## src/rtl/pixel_filter_seq_if.sv

```systemverilog
// Control and RAM-side bus of the pixel filter sequencer.
// The slave modport is the sequencer; the master modport is the host/RAM side.
interface pixel_filter_seq_if #(
  parameter int ADDR_BITS = 10,
  parameter int CH_WIDTH  = 8
);
   logic                    start;
   logic [1:0]              mode;
   logic [ADDR_BITS:0]      len;
   logic [CH_WIDTH-1:0]     thr;
   logic [ADDR_BITS-1:0]    src_addr;
   logic [3*CH_WIDTH-1:0]   src_do;
   logic                    dst_we;
   logic [ADDR_BITS-1:0]    dst_addr;
   logic [3*CH_WIDTH-1:0]   dst_di;
   logic                    busy;
   logic                    done;
   logic [ADDR_BITS:0]      pix_cnt;
   logic [2:0]              state_dbg;

   modport slave (
      input  start, mode, len, thr, src_do,
      output src_addr, dst_we, dst_addr, dst_di, busy, done, pix_cnt, state_dbg
   );

   modport master (
      output start, mode, len, thr, src_do,
      input  src_addr, dst_we, dst_addr, dst_di, busy, done, pix_cnt, state_dbg
   );
endinterface

```

## src/rtl/pixel_filter_seq.sv

```systemverilog
// Pixel sequencer: reads src RAM 0..len-1, filters each RGB pixel, writes dst RAM.
// Three cycles per pixel (READ, FILTER, WRITE) followed by a one-cycle DONE.
module pixel_filter_seq #(
  parameter int ADDR_BITS = 10,
  parameter int CH_WIDTH  = 8
) (
   input  logic clk,
   input  logic reset,
   pixel_filter_seq_if.slave bus
);
   localparam int PW = 3 * CH_WIDTH;
   localparam logic [ADDR_BITS:0]   MAX_LEN = {1'b1, {ADDR_BITS{1'b0}}};
   localparam logic [ADDR_BITS:0]   ONE_L   = 1;
   localparam logic [ADDR_BITS-1:0] ONE_A   = 1;
   localparam logic [CH_WIDTH+1:0]  THREE   = 3;
   localparam logic [CH_WIDTH-1:0]  CH_MAX  = {CH_WIDTH{1'b1}};

   typedef enum logic [2:0] {IDLE, READ, FILTER, WRITE, DONE} state_t;

   state_t state, state_nxt;

   logic [1:0]           mode_q;
   logic [ADDR_BITS:0]   len_q;
   logic [CH_WIDTH-1:0]  thr_q;
   logic [ADDR_BITS-1:0] idx;
   logic                 last;

   logic [ADDR_BITS-1:0] src_addr;
   logic                 dst_we;
   logic [ADDR_BITS-1:0] dst_addr;
   logic [PW-1:0]        dst_di;
   logic                 busy;
   logic                 done;
   logic [ADDR_BITS:0]   pix_cnt;

   function automatic logic [PW-1:0] apply_filter(input logic [1:0]          m,
                                                  input logic [PW-1:0]       p,
                                                  input logic [CH_WIDTH-1:0] t);
      logic [CH_WIDTH-1:0] r, g, b, y;
      logic [CH_WIDTH+1:0] sum;
      logic [PW-1:0]       res;
      r   = p[PW-1 -: CH_WIDTH];
      g   = p[2*CH_WIDTH-1 -: CH_WIDTH];
      b   = p[CH_WIDTH-1:0];
      sum = {2'b00, r} + {2'b00, g} + {2'b00, b};
      // Exact divide by a constant; the quotient always fits in one channel.
      y   = CH_WIDTH'(sum / THREE);
      res = p;
      case (m)
         2'b00: res = p;
         2'b01: res = {y, y, y};
         2'b10: res = {CH_MAX - r, CH_MAX - g, CH_MAX - b};
         2'b11: res = (y >= t) ? {PW{1'b1}} : {PW{1'b0}};
      endcase
      return res;
   endfunction

   assign last = ({1'b0, idx} == (len_q - ONE_L));

   always_ff @(posedge clk or posedge reset) begin
      if (reset) state <= IDLE;
      else       state <= state_nxt;
   end

   // Handshake: start is sampled only in IDLE; busy spans READ..DONE and done
   // pulses for exactly the DONE cycle, after which start is sampled again.
   always_comb begin
      state_nxt = state;
      case (state)
         IDLE:    if (bus.start) state_nxt = (bus.len == '0) ? DONE : READ;
         READ:    state_nxt = FILTER;
         FILTER:  state_nxt = WRITE;
         WRITE:   state_nxt = last ? DONE : READ;
         DONE:    state_nxt = IDLE;
         default: state_nxt = IDLE;
      endcase
   end

   // Status strobes come from flops decoded off the next state, so they cannot glitch.
   always_ff @(posedge clk or posedge reset) begin
      if (reset) begin
         mode_q   <= '0;
         len_q    <= '0;
         thr_q    <= '0;
         idx      <= '0;
         src_addr <= '0;
         dst_we   <= 1'b0;
         dst_addr <= '0;
         dst_di   <= '0;
         busy     <= 1'b0;
         done     <= 1'b0;
         pix_cnt  <= '0;
      end else begin
         dst_we <= (state_nxt == WRITE);
         busy   <= (state_nxt != IDLE);
         done   <= (state_nxt == DONE);
         case (state)
            IDLE: begin
               if (bus.start) begin
                  mode_q  <= bus.mode;
                  thr_q   <= bus.thr;
                  len_q   <= (bus.len > MAX_LEN) ? MAX_LEN : bus.len;
                  idx     <= '0;
                  pix_cnt <= '0;
                  if (bus.len != '0) src_addr <= '0;
               end
            end
            FILTER: begin
               dst_addr <= idx;
               dst_di   <= apply_filter(mode_q, bus.src_do, thr_q);
            end
            WRITE: begin
               pix_cnt <= pix_cnt + ONE_L;
               if (!last) begin
                  idx      <= idx + ONE_A;
                  src_addr <= idx + ONE_A;
               end
            end
            default: ;
         endcase
      end
   end

   assign bus.src_addr  = src_addr;
   assign bus.dst_we    = dst_we;
   assign bus.dst_addr  = dst_addr;
   assign bus.dst_di    = dst_di;
   assign bus.busy      = busy;
   assign bus.done      = done;
   assign bus.pix_cnt   = pix_cnt;
   assign bus.state_dbg = state;
endmodule

```

## src/flat_wrapper.sv

```systemverilog
// flat-port wrapper written by rule: the top's interface ports become plain ports
module pixel_filter_seq_flat 
#(
  parameter int ADDR_BITS = 10,
  parameter int CH_WIDTH  = 8
)
  (clk, reset, bus_start, bus_mode, bus_len, bus_thr, bus_src_do, bus_src_addr, bus_dst_we, bus_dst_addr, bus_dst_di, bus_busy, bus_done, bus_pix_cnt, bus_state_dbg);
  pixel_filter_seq_if #(.ADDR_BITS(ADDR_BITS), .CH_WIDTH(CH_WIDTH)) bus_i ();
  input  logic clk;
  input  logic reset;
  input wire logic [$bits(bus_i.start)-1:0] bus_start;
  input wire logic [$bits(bus_i.mode)-1:0] bus_mode;
  input wire logic [$bits(bus_i.len)-1:0] bus_len;
  input wire logic [$bits(bus_i.thr)-1:0] bus_thr;
  input wire logic [$bits(bus_i.src_do)-1:0] bus_src_do;
  output wire logic [$bits(bus_i.src_addr)-1:0] bus_src_addr;
  output wire logic [$bits(bus_i.dst_we)-1:0] bus_dst_we;
  output wire logic [$bits(bus_i.dst_addr)-1:0] bus_dst_addr;
  output wire logic [$bits(bus_i.dst_di)-1:0] bus_dst_di;
  output wire logic [$bits(bus_i.busy)-1:0] bus_busy;
  output wire logic [$bits(bus_i.done)-1:0] bus_done;
  output wire logic [$bits(bus_i.pix_cnt)-1:0] bus_pix_cnt;
  output wire logic [$bits(bus_i.state_dbg)-1:0] bus_state_dbg;
  assign bus_i.start = bus_start;
  assign bus_i.mode = bus_mode;
  assign bus_i.len = bus_len;
  assign bus_i.thr = bus_thr;
  assign bus_i.src_do = bus_src_do;
  assign bus_src_addr = bus_i.src_addr;
  assign bus_dst_we = bus_i.dst_we;
  assign bus_dst_addr = bus_i.dst_addr;
  assign bus_dst_di = bus_i.dst_di;
  assign bus_busy = bus_i.busy;
  assign bus_done = bus_i.done;
  assign bus_pix_cnt = bus_i.pix_cnt;
  assign bus_state_dbg = bus_i.state_dbg;
  pixel_filter_seq #(.ADDR_BITS(ADDR_BITS), .CH_WIDTH(CH_WIDTH)) u_core (.clk(clk), .reset(reset), .bus(bus_i));
endmodule
```

## config.mk

```make
export PLATFORM = sky130hd
export DESIGN_NAME = pixel_filter_seq_flat
export DESIGN_NICKNAME = d
export VERILOG_FILES = /design/src/rtl/pixel_filter_seq_if.sv /design/src/rtl/pixel_filter_seq.sv /design/src/flat_wrapper.sv
export SDC_FILE = /design/constraint.sdc
export NUM_CORES = 1
export LEC_CHECK = 0
export CAP_MARGIN = 25
export CORE_MARGIN = 4
export CORE_UTILIZATION = 25
export DETAILED_ROUTE_END_ITERATION = 10
export GPL_TIMING_DRIVEN = 1
export PLACE_DENSITY = 0.48
export SLEW_MARGIN = 20
export SYNTH_ARGS = -nofsm -noshare
export SYNTH_HDL_FRONTEND = slang
export SYNTH_SLANG_ARGS = --single-unit
```

## constraint.sdc

```tcl
create_clock -name clk -period 3.4 [get_ports clk]
set_clock_uncertainty 0.2 [all_clocks]
set_input_delay 1.02 -clock clk [delete_from_list [all_inputs] [get_ports clk]]
set_output_delay 1.02 -clock clk [all_outputs]
set_load 0.1 [all_outputs]
```

==> reports/results.ini, run 1 <==
[outcome]
status=finished with violations
violations=negative setup slack

[timing]
max-slew-margin-rel_pct=60.2
drv_slew=0
period_share_pct=224
setup_slack_ns=-4.20
setup_viol=24
rsz0062_at_grt=true
finalCriticalPeriod_ns=7.60
finalHoldViolCount=0
fmaxAchievable_mhz=132
timing.hold.ws_ns=0.280
worst_pin_slew_ns=0.595

[detailed_routing]
antenna_left=0
first_iter_violations=339
vias=6111
drt_pre_antenna_iters=5
drc=0
wl_per_cell_um=15.5
wirelength_mm=20.5
vias_per_cell=4.64

[critical_path]
critPathArrivalTime_ns=7.63
reg2reg_depth=13
regToRegEndpoint=u_core.bus.dst_di[0]
crit_buf_inv=6
r2r_setup_slack_ns=0.40
end_kind=flop
crit_required_ns=3.43
reg2reg_from=u_core.thr_q[0]
critPathLaunch=bus_src_do[16]
cp_slowest_cell=or4b_4
worstSetupPathType=primary input to flop
critPathTopFamily=compound AO/OA/AOI/OAI gates
path_max_fanout=8
crit_cells=41
crit_path_max_incr_delay_ns=0.52
crit_top_cell=a21o_1
worstSetupStartpointType=primary input
crit_path_end=u_core.bus.dst_di[0]

[job]
cap_violations=0

[global_routing]
grt_pass1_vias=6013
grt_start_max_net_pins=48
grt_pass1_wl_mm=33.1
antenna_found_initial=1
track_usage_pct=14.6
grt_overflow=0

[clocking]
cts.sinks=92
numCtsBuffers=9
clk_pin_slew_ns=0.07
ctsHoldBuffers=0
worstSkewPairLatency_ns=0.36
htree_levels=3
tritoncts=yes
cts-root-buf=clkbuf_16
cts_max_path_buffers=2

[layout]
fill_cells=2544
syn2layout_area_growth_pct=50.4
layout-drive-gt1-share_pct=33.7
post-route-util_pct=38.6
nets=1066

[synthesis]
yosysSeqAreaShare_pct=36.6
synthDistinctLibCells=66
syn_nets=822
yosysWarningCount=0
ys.flop_type=dfrtp_1
async_flop_share_pct=100
synth_top_area_share_pct=36.6
syn-cell-area_mm2=0.00629
yosys-top-cells-area=dfrtp_1 (37%), nand2_1 (5.8%), ha_1 (5.8%), o21ai_0 (5.0%), nor2_1 (4.7%)
avgSynthCellArea_um2=8.46
synth_cells=743
yosysTopAreaCell=dfrtp_1
synth-edff-count=0
ys_seq_elements=92

[pwr]
p_leak_uw=0.00430
p_per_area_mw_per_mm2=1090
peakVddDrop_uv=437

[floorplan]
dieArea_mm2=0.0278
rows=57
dieHeight_um=167
ioPinCount=109
core_area_mm2=0.0245
floorplan.initialDensity_pct=25.6
die_w_um=167

[placed_design]
routabilityCongestion=0.890
io_buffers=108
dpl.hpwl_mm=15.7

[worst_hold_path]
min_path_type=flop to flop

[timing repair]
item / CTS / global route
cloned: 0 / 0
pin swaps: 51 / 18
setup endpoints to repair: 24 / 34
gates resized for setup: 86 / 21
hold endpoints to repair: 0 / 0
buffers inserted: 28 / 10
[kinds of logic after synthesis]
kind of cell	Yosys count	share of synthesized area (%)
buffers and inverters	71	4.56
muxes	24	4.10
xor gates and xnor gates	48	6.69
adders and majority gates	31	6.41
and+or+nand+nor	273	20.0
AOI/OAI and AO/OA	204	21.7
DFF	92	36.6
[registers in the layout, summed over array words and instances, names as in the netlist, 2 cells and up]
name	count
u_core.bus.dst_addr	10
u_core.bus.dst_di	24
u_core.bus.pix_cnt	11
u_core.bus.src_addr	10
u_core.bus.state_dbg	3
u_core.idx	10
u_core.len_q	11
u_core.mode_q	2
u_core.thr_q	8
[layer usage]
metal	global-route usage, %	part of all wire (%)	routed length [um]	vias up
met1	20.3	49	9940	2870
met3	2.42	2.9	595	15
met5	0	0	0	-
li1	-	-	-	3138
met2	23.9	47	9660	88
met4	3.42	1.3	276	0
[stage by stage]
stage	cells	total power (uW)	worst slack (ns)	TNS, ns	cell area (um2)
after floorplan	743	6090	-4.17	-95.06	6360
after detailed placement	1263	8170	-5.15	-121.04	8510
after CTS	1306	10000	-4.07	-95.27	9280
after global placement	1263	8190	-5.01	-118.08	8510
final	1317	10300	-4.20	-97.86	9460
after global routing	1317	11000	-4.53	-105.29	9460
[worst min path at each step]
stage / start / to / slack, ns / cells after the start
3_3_place_gp: u_core.bus.dst_addr[0] / u_core.bus.dst_addr[0] / 0.26 / 2
3_5_place_dp: u_core.bus.dst_addr[0] / u_core.bus.dst_addr[0] / 0.27 / 2
2_1_floorplan: u_core.len_q[1] / u_core.len_q[1] / 0.27 / 2
6_report: u_core.bus.dst_addr[0] / u_core.bus.dst_addr[0] / 0.28 / 2
5_1_grt: u_core.bus.src_addr[4] / u_core.bus.src_addr[4] / 0.30 / 2
4_1_cts: u_core.bus.dst_addr[0] / u_core.bus.dst_addr[0] / 0.28 / 2
[worst register-to-register path, cell delays in order, from the launching register on]
cell,delay (ns)
dfrtp_1,0.41
ha_1,0.30
nand2b_4,0.13
a21o_1,0.15
a21o_1,0.14
a21o_1,0.14
a21o_1,0.15
a21o_1,0.15
a21o_1,0.16
a21oi_2,0.17
or3_4,0.15
o211ai_1,0.22
nor4b_1,0.31
a211oi_1,0.08
[where the power goes]
part | total, uW | switching, uW | internal [uW]
Combinational | 7510 | 4420 | 3090
Clock | 1030 | 512 | 521
Sequential | 1740 | 297 | 1450
[area by class of cell]
class | instances | area, um2 | area share [%]
antenna | 1 | 2.50 | 0.0265
sequential | 92 | 2300 | 24.3
inverter | 31 | 120 | 1.27
multi-input combinational | 580 | 4110 | 43.5
timing repair buffer | 273 | 2210 | 23.4
clock buffer | 9 | 225 | 2.38
clock inverter | 7 | 77.6 | 0.820
tap | 324 | 405 | 4.29
[cells in the final DEF (no fill, tap or decap), drive strengths merged, types with 6 or more instances in the layout]
master           n
nor2b            6
nand2           97
o21a             6
a31oi           10
dfrtp           92
and2             8
mux2            14
and3             7
nand2b          13
nor2            78
nor3            17
buf            230
a22o             7
ha              29
nand4            7
clkbuf           9
xnor2           31
a21oi           35
a21o            12
dlygate4sd2      8
mux2i           10
o211ai           9
a211oi          15
inv             32
o31ai            6
clkdlybuf4s50   35
nand3           15
o21ai           63
or2              6
xor2            17
[Yosys cell counts, types with 5 or more instances]
| library cell | number |
|---|---|
| a211oi_1 | 14 |
| a21o_1 | 12 |
| a21oi_1 | 34 |
| a22o_1 | 7 |
| a31oi_1 | 9 |
| and2_1 | 6 |
| and3_1 | 7 |
| clkbuf_1 | 32 |
| dfrtp_1 | 92 |
| ha_1 | 29 |
| inv_1 | 30 |
| mux2_2 | 14 |
| mux2i_1 | 10 |
| nand2_1 | 97 |
| nand2b_1 | 13 |
| nand3_1 | 15 |
| nand4_1 | 7 |
| nor2_1 | 78 |
| nor2b_1 | 6 |
| nor3_1 | 17 |
| nor4_1 | 5 |
| o211ai_1 | 8 |
| o21a_1 | 6 |
| o21ai_0 | 63 |
| o31ai_1 | 6 |
| or3_1 | 5 |
| xnor2_1 | 31 |
| xor2_1 | 17 |
Note: power is estimated with default switching activity, not from simulation.
==> run 2: changes to the inputs <==
- ABC_AREA: unset -> 0
- PLACE_DENSITY: 0.48 -> 0.47
- clock period: 3.4 -> 7 ns (I/O delays scaled with it)
==> run 2 against run 1 <==
The flow still finishes with violations (negative setup slack). Sequential share of layout area is 0.70 points lower. Count of clock-buffer cells in the layout stayed put. Register-to-register slack better by 3.0 ns. Final cell count is 1.4% higher. Setup slack better by 2.4 ns. Global-route usage is 0.34 points higher. Clock power is 51% lower. Sequential power is 51% lower. Power is 50% lower. Non-clock buffer count is 18 higher. Worst hold slack worse by 0.0023 ns. Combinational power is 50% lower. Largest cell class unchanged. Largest power group unchanged. Highest routed layer unchanged.
==> reports/results.ini, run 2 (same netlist as run 1, synthesis figures left out) <==
[outcome]
status=finished with violations
violations=negative setup slack

[worst_hold_path]
min_path_type=flop to flop
hold_depth=2  ; unchanged
worstHoldStart=u_core.bus.dst_addr[2]
hold_end=u_core.bus.dst_addr[2]

[critical_path]
critPathArrivalTime_ns=8.81  ; +1.18 ns
crit_path_max_incr_delay_ns=0.55  ; +0.03 ns
worstSetupStartpointType=primary input
critPathLaunch=bus_src_do[21]
reg2reg_depth=10  ; -3
worstSetupPathType=primary input to flop
cp_slowest_cell=or4b_1
crit_required_ns=7.04  ; +3.61 ns
regToRegEndpoint=u_core.idx[4]
reg2reg_from=u_core.len_q[0]
path_max_fanout=6  ; -2
r2r_setup_slack_ns=3.43  ; +3.03 ns
crit_top_cell=a21o_1
end_kind=flop

[layout]
nets=1084  ; +1.7%
final_area_mm2=0.00974  ; +3.0%
top_regs=u_core.bus.dst_di (24), u_core.bus.pix_cnt (11), u_core.len_q (11)
largest_register=u_core.bus.dst_di
layout_common_cells=buf_4 (176), clkdlybuf4s50_1 (97), dfrtp_1 (92)
layout-drive-gt1-share_pct=29.2  ; -4.5 points
fin_cells=1336  ; +1.4%
largest_reg_flops=24  ; unchanged
syn2layout_area_growth_pct=54.9
final_common_cell=buf_4

[floorplan]
dieHeight_um=167  ; unchanged
floorplan.initialDensity_pct=25.6  ; unchanged
die_w_um=167  ; unchanged
dieArea_mm2=0.0278  ; unchanged
rows=57  ; unchanged
ioPinCount=109  ; unchanged
core_area_mm2=0.0245  ; unchanged

[timing]
fmaxAchievable_mhz=114
setup_viol=24  ; unchanged
rsz0062_at_grt=true
period_share_pct=125
worst_pin_slew_ns=1.05  ; +0.455 ns
max-slew-margin-rel_pct=29.8  ; -30 points
drv_slew=0  ; unchanged
setup_slack_ns=-1.77  ; +2.43 ns
finalHoldViolCount=0  ; unchanged
finalCriticalPeriod_ns=8.77

[detailed_routing]
wl_per_cell_um=15.8  ; +1.9%
antenna_left=0  ; unchanged
vias_per_cell=4.70  ; +1.3%
first_iter_violations=375  ; +11%
wirelength_mm=21.2  ; +3.3%
drc=0  ; unchanged
vias=6277  ; +2.7%
drt_pre_antenna_iters=5  ; unchanged

[placed_design]
routabilityCongestion=0.849  ; -4.6%
io_buffers=108  ; unchanged
dpl.hpwl_mm=15.8  ; +1.0%
dp.cells=1260  ; -0.24%
dpl_cell_area_mm2=0.00860  ; +1.1%

[clocking]
numCtsBuffers=9  ; unchanged
worstSkewPairLatency_ns=0.36  ; about the same
cts-root-buf=clkbuf_16
clk_pin_slew_ns=0.08  ; about the same
tritoncts=yes
htree_levels=3  ; unchanged
cts.sinks=92  ; unchanged
cts_max_path_buffers=2  ; unchanged

[pwr]
peakVddDrop_uv=343  ; -22%
total_power_uw=5110  ; -50%
p_per_area_mw_per_mm2=525  ; -52%
p_leak_uw=0.00431  ; about the same

[global_routing]
grt_start_max_net_pins=58  ; +21%
grt_overflow=0  ; unchanged
track_usage_pct=14.9  ; +0.34 points
grt_pass1_vias=6151  ; +2.3%
antenna_found_initial=2  ; +1
grt_pass1_wl_mm=33.7  ; +1.8%

[job]
cap_violations=0  ; unchanged

## run 2: changes by cell type in the layout (fill, tap and decap cells not counted), moves of 3 or more
cell,change
clkdlybuf4s50_1,+62
buf_12,-3
a211oi_1,-3
a211oi_2,+4
dlygate4sd2_1,-3
buf_4,-41
## run 2: power breakdown
part           switching, uW  internal, uW
combinational           2160          1600
clock                    249           254
sequential               144           702
total                   2560          2560
## run 2: critical path, delay by kind of cell
| kind | cells | cell delay (ns) |
|---|---|---|
| compound gates | 17 | 2.49 |
| buf+inv | 8 | 1.53 |
| xor+xnor | 2 | 0.29 |
| simple gates | 8 | 1.50 |
| fa+ha+maj | 4 | 0.90 |
## run 2: routing by layer
metal  wire length [um]  GRT usage (%)  part of all wire [%]  up-vias
met5                  0              0                     0        -
met4                439           4.34                   2.1        0
met3                579           2.37                   2.7       24
met2               9950           24.1                    47      101
met1              10200           20.7                    48     2982
li1                   -              -                     -     3170
## run 2: timing repair
| item | 4_1_cts | 5_1_grt |
|---|---|---|
| setup buffers | 50 | 10 |
| setup endpoints to repair | 24 | 24 |
| resized for setup | 81 | 31 |
| pin swaps | 51 | 45 |
| hold buffers | 0 | 0 |
## run 2: cell type report
class / count / area (um2)
antenna: 2 / 5.00
clock buffer: 9 / 225
clock inverter: 7 / 73.8
fill: 2507 / 14800
inverter: 31 / 119
multi-input combinational: 580 / 4130
sequential: 92 / 2300
tap: 324 / 405
timing repair buffer: 291 / 2480
## run 2: how the worst max path moves through the flow
stage                            end  slack, ns  cells past startpoint
6_report        u_core.bus.dst_di[8]      -1.77                     39
5_1_grt         u_core.bus.dst_di[8]      -2.08                     38
2_1_floorplan   u_core.bus.dst_di[0]      -1.65                     39
3_3_place_gp   u_core.bus.dst_di[16]      -2.53                     39
3_5_place_dp    u_core.bus.dst_di[6]      -2.69                     40
4_1_cts         u_core.bus.dst_di[8]      -1.67                     40
## run 2: per-stage QoR
| stage | TNS, ns | hold slack (ns) | setup slack [ns] | util (%) |
|---|---|---|---|---|
| detailed placement | -61.86 | 0.265 | -2.69 | 35.1 |
| global placement | -58.02 | 0.261 | -2.53 | 35.1 |
| CTS | -38.01 | 0.284 | -1.67 | 38.8 |
| floorplan | -34.58 | 0.272 | -1.65 | - |
| global route | -47.29 | 0.310 | -2.08 | 39.7 |
| finish | -39.26 | 0.277 | -1.77 | 39.7 |
==> run 3: changes to the inputs <==
- CAP_MARGIN: 25 -> unset
==> results of run 3 <==
Final layout, timing and power as in run 2 (identical DEF).
